File: src/rtl/pll_reconf_seq.sv
// pll_reconf_seq: reconfigures the PLL feeding the DUT clock domain.
// Parks the DUT on the safe clock, loads/resets the PLL, waits for lock.
//
// Ports:
//   clock, reset   system clock, async active-high reset
//   req, cfg_data  configuration request and word (taken in IDLE only)
//   abort          cancels a sequence in progress
//   busy           high whenever the sequencer is not idle
//   done           one-cycle pulse at the end of every sequence
//   error          sticky failure flag (timeout, abort, lock loss)
//   lock_lost      sticky flag for lock loss while on the PLL clock
//   pll_data       configuration word to the PLL
//   pll_trigger    one-cycle load strobe to the PLL
//   pll_reset      PLL reset
//   pll_switch     1 = DUT on PLL clock, 0 = safe clock
//   pll_locked     PLL lock indicator, synchronous to clock

module pll_reconf_seq #(
  parameter int PLL_DATA_WIDTH = 16,
  parameter int RESET_CYCLES   = 8,
  parameter int LOCK_STABLE    = 16,
  parameter int TIMEOUT_CYCLES = 65535,
  parameter int CNT_WIDTH      = 16
) (
  input  logic                      clock,
  input  logic                      reset,
  input  logic                      req,
  input  logic [PLL_DATA_WIDTH-1:0] cfg_data,
  input  logic                      abort,
  output logic                      busy,
  output logic                      done,
  output logic                      error,
  output logic                      lock_lost,
  output logic [PLL_DATA_WIDTH-1:0] pll_data,
  output logic                      pll_trigger,
  output logic                      pll_reset,
  output logic                      pll_switch,
  input  logic                      pll_locked
);

  typedef enum logic [2:0] {
    IDLE       = 3'd0,
    SWITCH_OFF = 3'd1,
    TRIGGER    = 3'd2,
    PLL_RST    = 3'd3,
    WAIT_LOCK  = 3'd4,
    SWITCH_ON  = 3'd5,
    FAIL       = 3'd6
  } state_t;

  localparam logic [CNT_WIDTH-1:0] RST_LAST =
    CNT_WIDTH'(RESET_CYCLES - 1);
  localparam logic [CNT_WIDTH-1:0] STB_LAST =
    CNT_WIDTH'(LOCK_STABLE - 1);
  localparam logic [CNT_WIDTH-1:0] TMO_LAST =
    CNT_WIDTH'(TIMEOUT_CYCLES);

  state_t state;
  state_t state_nx;

  logic [CNT_WIDTH-1:0] rst_cnt_q;
  logic [CNT_WIDTH-1:0] rst_cnt_d;
  logic [CNT_WIDTH-1:0] stb_cnt_q;
  logic [CNT_WIDTH-1:0] stb_cnt_d;
  logic [CNT_WIDTH-1:0] tmo_cnt_q;
  logic [CNT_WIDTH-1:0] tmo_cnt_d;

  logic                      busy_q;
  logic                      busy_d;
  logic                      done_q;
  logic                      done_d;
  logic                      err_q;
  logic                      err_d;
  logic                      lost_q;
  logic                      lost_d;
  logic [PLL_DATA_WIDTH-1:0] data_q;
  logic [PLL_DATA_WIDTH-1:0] data_d;
  logic                      trig_q;
  logic                      trig_d;
  logic                      prst_q;
  logic                      prst_d;
  logic                      sw_q;
  logic                      sw_d;

  logic stb_hit;
  logic tmo_hit;
  logic abort_ok;

  // stb_hit fires on the cycle whose locked sample completes the run.
  assign stb_hit  = pll_locked && (stb_cnt_q == STB_LAST);
  assign tmo_hit  = (tmo_cnt_q == TMO_LAST);
  assign abort_ok = abort && (state != IDLE) && (state != FAIL);

  always_ff @(posedge clock or posedge reset) begin
    if (reset) begin
      state     <= IDLE;
      rst_cnt_q <= '0;
      stb_cnt_q <= '0;
      tmo_cnt_q <= '0;
      busy_q    <= 1'b0;
      done_q    <= 1'b0;
      err_q     <= 1'b0;
      lost_q    <= 1'b0;
      data_q    <= '0;
      trig_q    <= 1'b0;
      prst_q    <= 1'b0;
      sw_q      <= 1'b0;
    end else begin
      state     <= state_nx;
      rst_cnt_q <= rst_cnt_d;
      stb_cnt_q <= stb_cnt_d;
      tmo_cnt_q <= tmo_cnt_d;
      busy_q    <= busy_d;
      done_q    <= done_d;
      err_q     <= err_d;
      lost_q    <= lost_d;
      data_q    <= data_d;
      trig_q    <= trig_d;
      prst_q    <= prst_d;
      sw_q      <= sw_d;
    end
  end

  always_comb begin
    state_nx = state;
    unique case (state)
      IDLE: begin
        if (req) begin
          state_nx = SWITCH_OFF;
        end
      end
      SWITCH_OFF: begin
        state_nx = TRIGGER;
      end
      TRIGGER: begin
        state_nx = PLL_RST;
      end
      PLL_RST: begin
        if (rst_cnt_q == RST_LAST) begin
          state_nx = WAIT_LOCK;
        end
      end
      WAIT_LOCK: begin
        if (stb_hit) begin
          state_nx = SWITCH_ON;
        end else if (tmo_hit) begin
          state_nx = FAIL;
        end
      end
      SWITCH_ON: begin
        state_nx = IDLE;
      end
      FAIL: begin
        state_nx = IDLE;
      end
      default: begin
        state_nx = IDLE;
      end
    endcase
    if (abort_ok) begin
      state_nx = FAIL;
    end
  end

  // Output and counter next-values. Counters default to zero so
  // every state entry starts them cleared.
  always_comb begin
    busy_d    = (state != IDLE);
    done_d    = 1'b0;
    err_d     = err_q;
    lost_d    = lost_q;
    data_d    = data_q;
    trig_d    = 1'b0;
    prst_d    = 1'b0;
    sw_d      = sw_q;
    rst_cnt_d = '0;
    stb_cnt_d = '0;
    tmo_cnt_d = '0;
    unique case (state)
      IDLE: begin
        if (sw_q && !pll_locked) begin
          sw_d   = 1'b0;
          err_d  = 1'b1;
          lost_d = 1'b1;
        end
        // An accepted request overrides lock-loss flags.
        if (req) begin
          data_d = cfg_data;
          err_d  = 1'b0;
          lost_d = 1'b0;
        end
      end
      SWITCH_OFF: begin
        sw_d = 1'b0;
      end
      TRIGGER: begin
        trig_d = !abort;
      end
      PLL_RST: begin
        prst_d    = !abort;
        rst_cnt_d = rst_cnt_q + 1'b1;
      end
      WAIT_LOCK: begin
        stb_cnt_d = pll_locked ? stb_cnt_q + 1'b1 : '0;
        tmo_cnt_d = tmo_cnt_q + 1'b1;
      end
      SWITCH_ON: begin
        if (!abort) begin
          sw_d   = 1'b1;
          done_d = 1'b1;
        end
      end
      FAIL: begin
        sw_d   = 1'b0;
        err_d  = 1'b1;
        done_d = 1'b1;
      end
      default: begin
        sw_d = 1'b0;
      end
    endcase
  end

  assign busy        = busy_q;
  assign done        = done_q;
  assign error       = err_q;
  assign lock_lost   = lost_q;
  assign pll_data    = data_q;
  assign pll_trigger = trig_q;
  assign pll_reset   = prst_q;
  assign pll_switch  = sw_q;

endmodule

File: config.mk
export PLATFORM = sky130hd
export DESIGN_NAME = pll_reconf_seq
export DESIGN_NICKNAME = d
export VERILOG_FILES = /design/src/rtl/pll_reconf_seq.sv
export SDC_FILE = /design/constraint.sdc
export NUM_CORES = 1
export LEC_CHECK = 0
export CORE_MARGIN = 2
export CORE_UTILIZATION = 40
export DETAILED_ROUTE_END_ITERATION = 10
export PLACE_DENSITY = 0.68
export SLEW_MARGIN = 20
export SYNTH_ARGS = -nofsm -noshare
export SYNTH_HDL_FRONTEND = slang
export SYNTH_SLANG_ARGS = --single-unit
export TNS_END_PERCENT = 50
File: constraint.sdc
create_clock -name clock -period 3 [get_ports clock]
set_input_delay 0.9 -clock clock [delete_from_list [all_inputs] [get_ports clock]]
set_output_delay 0.9 -clock clock [all_outputs]
set_load 0.01 [all_outputs]
==> results of run 1 <==
[cells by family after synthesis]
group	Yosys count	share of synthesized area, %
buf+inv	17	2.05
simple gates	144	20.9
flops	74	55.3
xor+xnor	41	10.7
fa+ha+maj	4	1.42
compound gates	18	3.55
mux	18	6.12
[power by group through the flow]
stage	clock [uW]	sequential, uW	combinational [uW]
detailed placement	0	1350	884
finish	756	1330	868
global placement	0	1340	868
global route	824	1360	951
CTS	784	1330	887
floorplan	0	1360	429
[per-layer routing]
| metal | part of all wire [%] | track usage, % | vias up |
|---|---|---|---|
| met5 | 0 | 0 | - |
| met2 | 47 | 23.1 | 43 |
| met4 | 1.1 | 5.83 | 0 |
| met1 | 47 | 19.6 | 1129 |
| met3 | 5.0 | 5.77 | 6 |
| li1 | - | - | 1166 |
[flip-flops by register name, summed over array words and instances (netlist names), 3 cells and up]
signal / cells
pll_data: 16
stb_cnt_q: 16
tmo_cnt_q: 16
rst_cnt_q: 16
state: 3
[Yosys cell counts (all sizes together) (3+ instances only)]
library cell	n
ha	3
nor3	9
nor2	60
nand3	16
xor2	27
a21oi	4
dfrtp	74
mux2	17
xnor2	14
nor2b	5
and3	6
or3	3
nand2	20
o21ai	6
clkbuf	6
inv	7
nor4	5
buf	4
nand4	13
[through the flow]
stage,utilization (%),hold slack [ps],area [um^2],setup WS (ps)
final,50.2,459,4110,780
after global placement,47.9,444,3910,637
after CTS,50.2,462,4110,756
after global routing,50.2,488,4110,711
after floorplan,-,433,3350,218
after detailed placement,47.9,452,3910,592
[how the worst max path moves through the flow]
stage / end / startpoint / slack, ps
after floorplan: busy / reset / 220
after global placement: state[1] / pll_locked / 640
after detailed placement: state[1] / pll_locked / 590
after CTS: pll_switch / pll_switch / 760
after global routing: pll_switch / pll_switch / 710
final: pll_switch / pll_switch / 780
[final cells by class]
class / instances / area [um^2]
Fill cell: 746 / 4070
Sequential cell: 74 / 1850
Multi-Input combinational cell: 225 / 1430
Timing Repair Buffer: 47 / 473
Clock buffer: 11 / 141
Tap cell: 105 / 131
Clock inverter: 5 / 53.8
Inverter: 7 / 26.3
==> out/qor.yml, run 1 <==
sta:
  fin_tns_setup_ps: 0
  fin_crit_sh_pct: 74.0
  hold_viol: 0
  rsz0062_at_grt: "false"
  worst_pin_slew_ps: 630
  min_period_ps: 2220
  maxSlewViolCount: 0
  relSlewSlack_pct: 57.9
  setup_viol: 0
  max_freq_mhz: 451
  clock_skew_ps: 8.44
setup_path:
  reg2reg_slack_ps: 1120
  crit_chain: "clkdlybuf4s50_1"
  slowest_stage: "clkdlybuf4s50_1"
  arrival_ps: 1320
  path_delay_family: "buffers and inverters"
  end_kind: "output pin"
  worst-r2r-cell-count: 6
  r2r-start: "state[1]"
  required_ps: 2100
  crit_path_start_kind: "register"
  rr_endpoint: "state[0]"
  path_buf_inv: 1
  cpPeakStageDelay_ps: 570
  crit_type: "reg -> out"
  cp.depth: 1
  path_max_fanout: 5
status:
  outcome: "finished, final reports clean"
power_and_ir_drop:
  ir_worst_vdd_v: 0.000450
  p_int_uw: 2080
  finalPower_uw: 2960
  p_comb_share_pct: 29.4
  p_switching_uw: 872
  clock_power_share_pct: 25.6
  p_per_area_mw_per_mm2: 720
  seq_power_share_pct: 45.0
  power_leakage_uw: 0.00169
  swShare_pct: 29.5
global_route:
  grt_pass1_vias: 2370
  grt_util_all_layers_pct: 15.2
  grt_pass1_wl_um: 10700
  grt_max_degree: 75
  grt_antenna_before_repair: 0
  grt_overflow_total: 0
floorplan:
  coreArea_mm2: 0.00818
  initial_utilization_pct: 41.0
  row_count: 33
  die_area_mm2: 0.00913
  fp.dieW_um: 95.5
  pin_count: 44
  die_h_um: 95.5
clocking:
  cts_resized: 0
  h-tree-depth: 3
  cts_buffers: 9
  clockRootBuffer: "clkbuf_8"
  insertion_delay_ps: 340
  cts.sinks: 74
  cts-hold-fix-buffers: 0
  cts_buffer_depth: 2
  cts_tree: "yes"
  postCtsSetupRepairBufs: 0
  clk_pin_slew_ps: 70
routing:
  vias: 2344
  drc: 0
  wirelength_um: 6200
  first_pass_iters: 4
  post_drt_wl_per_cell_um: 13.1
  vias_per_cell: 4.95
  drtIter0Drc: 88
  drtAntennaViolNets: 0
yosys:
  synth_area_leaders: "dfrtp_1, xor2_1, nor2_1, mux2_2, xnor2_1"
  ys_seq_area_share_pct: 55.3
  synth_edf_count: 0
  async_flop_share_pct: 100
  synthFlopType: "dfrtp_1"
  synth.net_count: 340
  ys_warn_count: 0
  synth.avg_cell_area_um2: 10.6
  synth_cell_type_count: 41
  yosysTopAreaCellShare_pct: 55.3
  synthCells: 316
  yosysTopAreaCell: "dfrtp_1"
  ys_ff_latch: 74
  syn_area_mm2: 0.00335
final_layout:
  final_common_cell: "dfrtp_1"
  drive_gt1_share_pct: 11.7
  layout_common_cells: "dfrtp_1, nor2_1, clkdlybuf4s50_1, xor2_1, nand2_1"
  fin_nets: 388
  syn2layout_area_growth_pct: 22.6
  n_antenna_cell: 0
  fin_cells: 474
placement:
  dp_hpwl_um: 4120
  gp_congestion: 0.771
  dpl.cell_count: 458
  io_buffers: 43
min_path:
  worstHoldPathCells: 1
  worstHoldStart: "stb_cnt_q[0]"
  min_to: "stb_cnt_q[0]"
  hold_path.class: "reg -> reg"
run:
  maxCapViolCount: 0
Power figures use the tool's default switching activity.
==> run 2: changes to the inputs <==
==> constraint.sdc (replaced) <==
create_clock -name clock -period 2.3 [get_ports clock]
set_input_delay 0.69 -clock clock [delete_from_list [all_inputs] [get_ports clock]]
set_output_delay 0.69 -clock clock [all_outputs]
set_load 0.01 [all_outputs]
==> run 2 against run 1 <==
Against the previous run:
- clock-buffer cell count did not move
- clock skew fell by 1.6 ps
- cell count rose by 0.84%
- sequential share of layout area fell by 0.14 points
- wire length rose by 0.98%
- via count rose by 1.4%
- largest power group unchanged
- register-to-register slack got worse by 620 ps
==> out/qor.yml, run 2 (synthesis results as in run 1) <==
global_route:
  grt_antenna_before_repair: 0  # unchanged
  grt_max_degree: 75  # unchanged
  grt_pass1_vias: 2427  # +2.4%
  grt_overflow_total: 0  # unchanged
  grt_pass1_wl_um: 11200  # +4.9%
  grt_util_all_layers_pct: 16.1  # +0.95 points
setup_path:
  crit_type: "reg -> out"
  cpPeakStageDelay_ps: 570  # about the same
  reg2reg_slack_ps: 500  # -620 ps
  required_ps: 1610  # -490 ps
  crit_chain: "clkdlybuf4s50_1"
  slowest_stage: "clkdlybuf4s50_1"
  arrival_ps: 1320  # about the same
  end_kind: "output pin"
  path_delay_family: "buffers and inverters"
  crit_path_start_kind: "register"
  path_max_fanout: 5  # unchanged
  path_buf_inv: 1  # unchanged
routing:
  drtIter0Drc: 132  # +50%
  drc: 0  # unchanged
  vias_per_cell: 4.97  # +0.52%
  first_pass_iters: 5  # +1
  drtAntennaViolNets: 0  # unchanged
  post_drt_wl_per_cell_um: 13.1  # +0.14%
  wirelength_um: 6260  # +0.98%
  vias: 2376  # +1.4%
clocking:
  cts_tree: "yes"
  h-tree-depth: 3  # unchanged
  cts.sinks: 74  # unchanged
  cts-hold-fix-buffers: 0  # unchanged
  insertion_delay_ps: 340  # about the same
  cts_buffer_depth: 2  # unchanged
  cts_resized: 0  # unchanged
  postCtsSetupRepairBufs: 0  # unchanged
  clockRootBuffer: "clkbuf_8"
  clk_pin_slew_ps: 70  # about the same
  cts_buffers: 9  # unchanged
status:
  outcome: "finished, final reports clean"
sta:
  worst_pin_slew_ps: 438  # -192 ps
  fin_crit_sh_pct: 87.4
  rsz0062_at_grt: "false"
  hold_viol: 0  # unchanged
  clock_skew_ps: 6.85  # -1.59 ps
  setup_viol: 0  # unchanged
  fin_tns_setup_ps: 0  # unchanged
  maxSlewViolCount: 0  # unchanged
  min_period_ps: 2010
  relSlewSlack_pct: 70.7  # +13 points
  max_freq_mhz: 497
power_and_ir_drop:
  seq_power_share_pct: 45.6  # +0.6 points
  clock_power_share_pct: 22.5  # -3.1 points
  p_int_uw: 2640  # +27%
  p_switching_uw: 1140  # +30%
  swShare_pct: 30.1  # +0.59 points
  ir_worst_vdd_v: 0.000550  # +22%
  p_comb_share_pct: 31.9  # +2.5 points
  finalPower_uw: 3780  # +28%
  power_leakage_uw: 0.00169  # +0.21%
  p_per_area_mw_per_mm2: 916  # +27%
run:
  maxCapViolCount: 0  # unchanged
final_layout:
  final_util_pct: 50.4  # +0.15 points
  layout_common_cells: "dfrtp_1, nor2_1, clkdlybuf4s50_1, xor2_1, nand2_1"
  n_antenna_cell: 0  # unchanged
  fin_nets: 394  # +1.5%
  drive_gt1_share_pct: 12.6  # +0.95 points
  final_common_cell: "dfrtp_1"
  syn2layout_area_growth_pct: 23.0
floorplan:
  die_area_mm2: 0.00913  # unchanged
  initial_utilization_pct: 41.0  # unchanged
  coreArea_mm2: 0.00818  # unchanged
  pin_count: 44  # unchanged
  fp.dieW_um: 95.5  # unchanged
  row_count: 33  # unchanged
  die_h_um: 95.5  # unchanged
placement:
  gp_congestion: 0.785  # +1.9%
  dp_hpwl_um: 4220  # +2.5%
  io_buffers: 43  # unchanged
min_path:
  hold_path.class: "reg -> reg"
## run 2: cell type report
type / count / area [um^2]
multi-input cells: 225 / 1430
fillers: 774 / 4060
flip-flops and latches: 74 / 1850
repair buffers: 53 / 518
clock buffers: 11 / 141
clock inverters: 3 / 17.5
inverters: 7 / 30.0
well taps: 105 / 131
## run 2: path summary, 6_finish.rpt
path / depth (start not counted) / startpoint / endpoint
min in group asynchronous: 3 / reset / pll_data[8]
max in group asynchronous: 3 / reset / pll_switch
worst max register to register: 5 / rst_cnt_q[7] / state[0]
worst min register to register: 1 / stb_cnt_q[0] / stb_cnt_q[0]
worst min-delay path: 1 / stb_cnt_q[0] / stb_cnt_q[0]
worst max-delay path: 1 / pll_switch / pll_switch
## run 2: stage by stage
| stage | cells | setup slack [ps] | instance area, um^2 | hold slack (ps) |
|---|---|---|---|---|
| detailed placement | 464 | 144 | 3960 | 453 |
| global placement | 464 | 194 | 3960 | 447 |
| finish | 478 | 290 | 4120 | 458 |
| CTS | 478 | 277 | 4120 | 463 |
| floorplan | 316 | 651 | 3350 | 433 |
| global route | 478 | 189 | 4120 | 470 |
## run 2: routing by layer
metal	GRT usage, %	vias up	part of all wire [%]
li1	-	1174	-
met5	0	-	0
met4	5.71	0	1.4
met3	6.88	11	6.5
met2	24.6	55	48
met1	20.5	1136	45
## run 2: power by group through the flow
stage	Clock (uW)	Combinational, uW	Sequential, uW
final	850	1200	1720
after global routing	949	1320	1750
after CTS	887	1230	1720
after detailed placement	0	1220	1740
after global placement	0	1200	1730
after floorplan	0	560	1780
==> run 3: changes to the inputs <==
--- a/config.mk
+++ b/config.mk
@@ -8,6 +8,7 @@
 export CORE_MARGIN = 2
 export CORE_UTILIZATION = 40
 export DETAILED_ROUTE_END_ITERATION = 10
+export GPL_ROUTABILITY_DRIVEN = 0
 export PLACE_DENSITY = 0.68
 export SLEW_MARGIN = 20
 export SYNTH_ARGS = -nofsm -noshare
==> results of run 3 <==
Same layout as run 2: the final DEF is identical, and so are final timing and power.
==> variant 1: new RTL, flow settings as in run 1 <==
Put one more register stage on the output `pll_data`. The value now appears one clock later. The other outputs are not delayed to match.
--- a/src/rtl/pll_reconf_seq.sv
+++ b/src/rtl/pll_reconf_seq.sv
@@ -226,5 +226,7 @@
   assign error       = err_q;
   assign lock_lost   = lost_q;
-  assign pll_data    = data_q;
+  always_ff @(posedge clock) begin
+    pll_data <= data_q;
+  end
   assign pll_trigger = trig_q;
   assign pll_reset   = prst_q;
Formal check against the unedited RTL: not equivalent (Yosys sat finds a counterexample within 4 cycles, from zero or initial values and one cycle with reset high).
==> variant 1 against run 1 <==
- wire length up 8.5%
- sequential power rose by 26%
- critical path type unchanged
- core utilization is 1.0 points lower
- sequential cell count up 16
- cell area up 10%
- synthesized area up 13%
- power rose by 14%
- sequential share of layout area rose by 2.9 points
- setup slack worse by 0.048 ns
- combinational power is 2% higher
- register-to-register slack worse by 0.12 ns
==> variant 1: results <==
[outcome]
run_status = "finished clean"

[layout]
drive_gt1_frac = 0.111
num-nets-final = 416

[timing]
worst_pin_slew_ns = 0.586
post-route-min-period_ns = 2.27

[power]
power_leakage_nw = 1.81
vdd.ir_drop.worst_uv = 284

[setup_path]
cp.arrival_ns = 1.37
reg2reg_depth = 4
crit_fanout = 6

[route]
vias_per_cell = 5.12
totalWireLength_um = 6720

[synthesis]
netlist-cell-type-count = 42
synth_fa_ha_area_frac = 0.00993
synth_async_sr_flop_share = 0.822
portion_of_the_post_synthesis_area_used_by_sequential_elements = 0.575
share_of_synthesized_area_spent_on_multiplexers = 0.0503
synth_xor_area_frac = 0.0765
synth_compound_gate_area_share = 0.0649

[min_path]
whs_path_depth = 0
min_to = "pll_data[13]$_DFF_P_"
hold_path.startpoint = "data_q[13]$_DFFE_PP0P_"

[place]
final_hpwl_from_detailed_placement_um = 4570
dpl_worst_slack_ns = 0.372

[global_routing]
global_route_wire_length_before_repair_um = 11300
grt_util_all_layers = 0.137
via_count_of_the_first_global_routing_pass = 2448
variant 1: changes by cell type after synthesis, sizes merged, moves of 5 or more:
| cell | change |
|---|---|
| a21oi | +9 |
| xor2 | -11 |
| o21ai | +5 |
| inv | +6 |
| nand2 | -5 |
| or3 | +7 |
| dfxtp | +16 |
| clkbuf | +6 |
| nor2 | -15 |
variant 1: logic make-up after synthesis:
| logic type | count (synthesis) |
|---|---|
| flops | 90 |
| buf+inv | 27 |
| mux | 17 |
| simple gates | 139 |
| fa+ha+maj | 3 |
| compound gates | 40 |
| xor+xnor | 33 |
variant 1: area by class of cell:
cell class	count	area (µm²)	area share
multi-input cells	232	1500	0.332
repair buffers	46	465	0.103
well taps	111	139	0.0307
inverters	13	48.8	0.0108
clock buffers	11	141	0.0313
flip-flops and latches	90	2170	0.480
clock inverters	5	53.8	0.0119
variant 1: power by group through the flow:
stage	Sequential, mW	Clock [mW]	Combinational (mW)
floorplan	1.71	0	0.462
global placement	1.70	0	0.878
detailed placement	1.71	0	0.894
CTS	1.69	0.836	0.899
global route	1.72	0.891	0.970
finish	1.68	0.806	0.882
variant 1: how the worst max path moves through the flow:
stage                           endpoint                   start  cells after the start
floorplan                 busy$_DFF_PP0_                   reset                      1
global placement    state[0]$_DFFE_PP0P_              pll_locked                      5
detailed placement  state[0]$_DFFE_PP0P_              pll_locked                      5
CTS                           pll_switch  pll_switch$_DFFE_PP0P_                      1
global route        state[0]$_DFFE_PP0P_              pll_locked                      5
finish                        pll_switch  pll_switch$_DFFE_PP0P_                      1
variant 1: worst register-to-register path: stages, from the launching register on:
cell                      delay [ns]
sky130_fd_sc_hd__dfrtp_1        0.54
sky130_fd_sc_hd__nor3_1         0.37
sky130_fd_sc_hd__and2_1         0.36
sky130_fd_sc_hd__buf_4          0.27
sky130_fd_sc_hd__mux2_2         0.36
variant 1: metal layers:
metal,share of wire,track usage,vias to the layer above
li1,-,-,1309
met1,0.49,0.184,1243
met2,0.46,0.222,38
met3,0.031,0.0235,10
met4,0.018,0.0572,0
met5,0,0,-
variant 1: through the flow:
| stage | total power [mW] | instance area [µm²] | cells | hold slack [ns] |
|---|---|---|---|---|
| finish | 3.37 | 4520 | 508 | 0.367 |
| floorplan | 2.17 | 3780 | 349 | 0.344 |
| global placement | 2.58 | 4330 | 492 | 0.351 |
| CTS | 3.42 | 4520 | 508 | 0.374 |
| global route | 3.58 | 4520 | 508 | 0.388 |
| detailed placement | 2.61 | 4330 | 492 | 0.353 |
==> variant 2: new RTL, settings of run 1 <==
Without the edit above. Change the parameter `CNT_WIDTH` from 16 to 20.
--- a/src/rtl/pll_reconf_seq.sv
+++ b/src/rtl/pll_reconf_seq.sv
@@ -21,5 +21,5 @@
   parameter int LOCK_STABLE    = 16,
   parameter int TIMEOUT_CYCLES = 65535,
-  parameter int CNT_WIDTH      = 16
+  parameter int CNT_WIDTH      = 20
 ) (
   input  logic                      clock,
Formal check against the unedited RTL: no difference found for any inputs over 10 cycles, from zero or initial values and one cycle with reset high; that may be too few to reach the edited logic, so the function may still have changed.
==> variant 2 against run 1 <==
- cell area is 19% higher
- synthesized area is 23% higher
- highest routed layer unchanged
- wire length is 37% higher
- global-route usage is 1.2 points higher
- die area is 22% higher
- power is 8.1% higher
- sequential cell count is 12 higher
- non-clock buffer count is 1 higher
- clock power is 5.2% higher
- first-iteration DRC count is 86% higher
- final cell count is 24% higher
- clock skew is 0.0010 ns higher
- setup slack worse by 0.066 ns
==> variant 2: results <==
[timing]
timing.clock.skew_ns = 0.00945
slew_headroom = 0.469

[layout]
num-nets-final = 472
num-nonclk-inverters = 9
seq_cell_count = 86
final.signal_buffer_count = 48
clk_share = 0.0384
n_multi_input_combinational_cell = 294
drive_gt1_frac = 0.102
bufAreaShareNonClock = 0.0983
final-seq-area_um2 = 2150
fill_cells = 966
post_layout_nonfiller_instances = 588
multi_input_comb_area_um2 = 1860
antenna_cells = 0
num-clock-buffers = 10

[synthesis]
synth_fa_ha_area_frac = 0.00911
synth_commonest_cells = "sky130_fd_sc_hd__dfrtp_1 (86), sky130_fd_sc_hd__nor2_1 (51), sky130_fd_sc_hd__nand2_1 (24)"
netlist-cell-type-count = 44
ys.warnings.count = 0
syn_nets = 429
synth_xor_area_frac = 0.0701
synth_compound_gate_area_share = 0.0932
portion_of_the_post_synthesis_area_used_by_sequential_elements = 0.522
netlist_top_cells_area = "sky130_fd_sc_hd__dfrtp_1 (52%), sky130_fd_sc_hd__nor2_1 (4.6%), sky130_fd_sc_hd__mux2_2 (4.4%)"
share_of_synthesized_area_spent_on_multiplexers = 0.0437
syn-mean-instance-area_um2 = 10.2

[route]
avgRoutedWirePerCell_um = 14.5
vias_per_cell = 5.26
firstDrtPassIters = 4
drt-initial-drc-count = 164

[power]
power_leakage_nw = 2.00
vdd.ir_drop.worst_uv = 530
intPower_mw = 2.23

[place]
dp_cells = 573
dpl_worst_slack_ns = 0.653
final_hpwl_from_detailed_placement_um = 5950
routabilityCongestion = 0.797

[global_routing]
met2_usage = 0.253
grt_util_met3 = 0.0588
global_route.usage.met1 = 0.221
global_route_wire_length_before_repair_um = 14700
grt_util_all_layers = 0.164
via_count_of_the_first_global_routing_pass = 3068
grt_max_degree = 44

[clock_network]
clk_transition_reported_paths_ns = 0.08
clock_insertion_delay_worst_skew_ns = 0.35
clock_tree.buffer_depth = 2
clock_tree.root_cell = "sky130_fd_sc_hd__clkbuf_8"
ctsResizeCount = 0

[setup_path]
cp.arrival_ns = 1.39
cp_slowest_stage_delay_ns = 0.61
crit_fanout = 6
worst_path_max_delay_cell = "sky130_fd_sc_hd__clkdlybuf4s50_1"

[outcome]
run_status = "finished clean"
## variant 2: cell types whose count changed after synthesis, sizes merged, moves of 8 or more
cell   delta
a21oi    +19
dfrtp    +12
nor2      -9
or4       +9
xor2      -8
## variant 2: cells by family after synthesis
| family | count (synthesis) |
|---|---|
| buf+inv | 25 |
| fa+ha+maj | 3 |
| mux | 16 |
| xor+xnor | 33 |
| compound gates | 61 |
| simple gates | 181 |
| flops | 86 |
## variant 2: power by group through the flow
stage          Combinational (mW)  Sequential (mW)  Clock [mW]
6_report                    0.901             1.50       0.795
5_1_grt                     0.984             1.53       0.876
4_1_cts                     0.917             1.50       0.817
3_5_place_dp                0.913             1.52           0
3_3_place_gp                0.894             1.52           0
2_1_floorplan               0.451             1.53           0
## variant 2: final timing paths
kind	depth (start not counted)	endpoint	slack, ns	startpoint
worst min register to register	1	rst_cnt_q[0]$_DFF_PP0_	0.47	rst_cnt_q[0]$_DFF_PP0_
worst max-delay path	1	pll_switch	0.71	pll_switch$_DFFE_PP0P_
max in group asynchronous	3	rst_cnt_q[10]$_DFF_PP0_	1.67	reset
worst min-delay path	1	rst_cnt_q[0]$_DFF_PP0_	0.47	rst_cnt_q[0]$_DFF_PP0_
worst max register to register	4	state[1]$_DFFE_PP0P_	1.10	state[1]$_DFFE_PP0P_
min in group asynchronous	2	pll_data[14]$_DFFE_PP0P_	0.82	reset
## variant 2: per-layer routing
layer	up-vias	routed length (µm)
li1	1537	-
met1	1510	4050
met2	46	4000
met3	2	417
met4	0	44
met5	-	0
## variant 2: metrics by stage
step	cell area, µm²	total power [mW]
2_1_floorplan	4130	1.98
5_1_grt	4890	3.39
6_report	4890	3.20
3_3_place_gp	4700	2.41
3_5_place_dp	4700	2.43
4_1_cts	4890	3.23
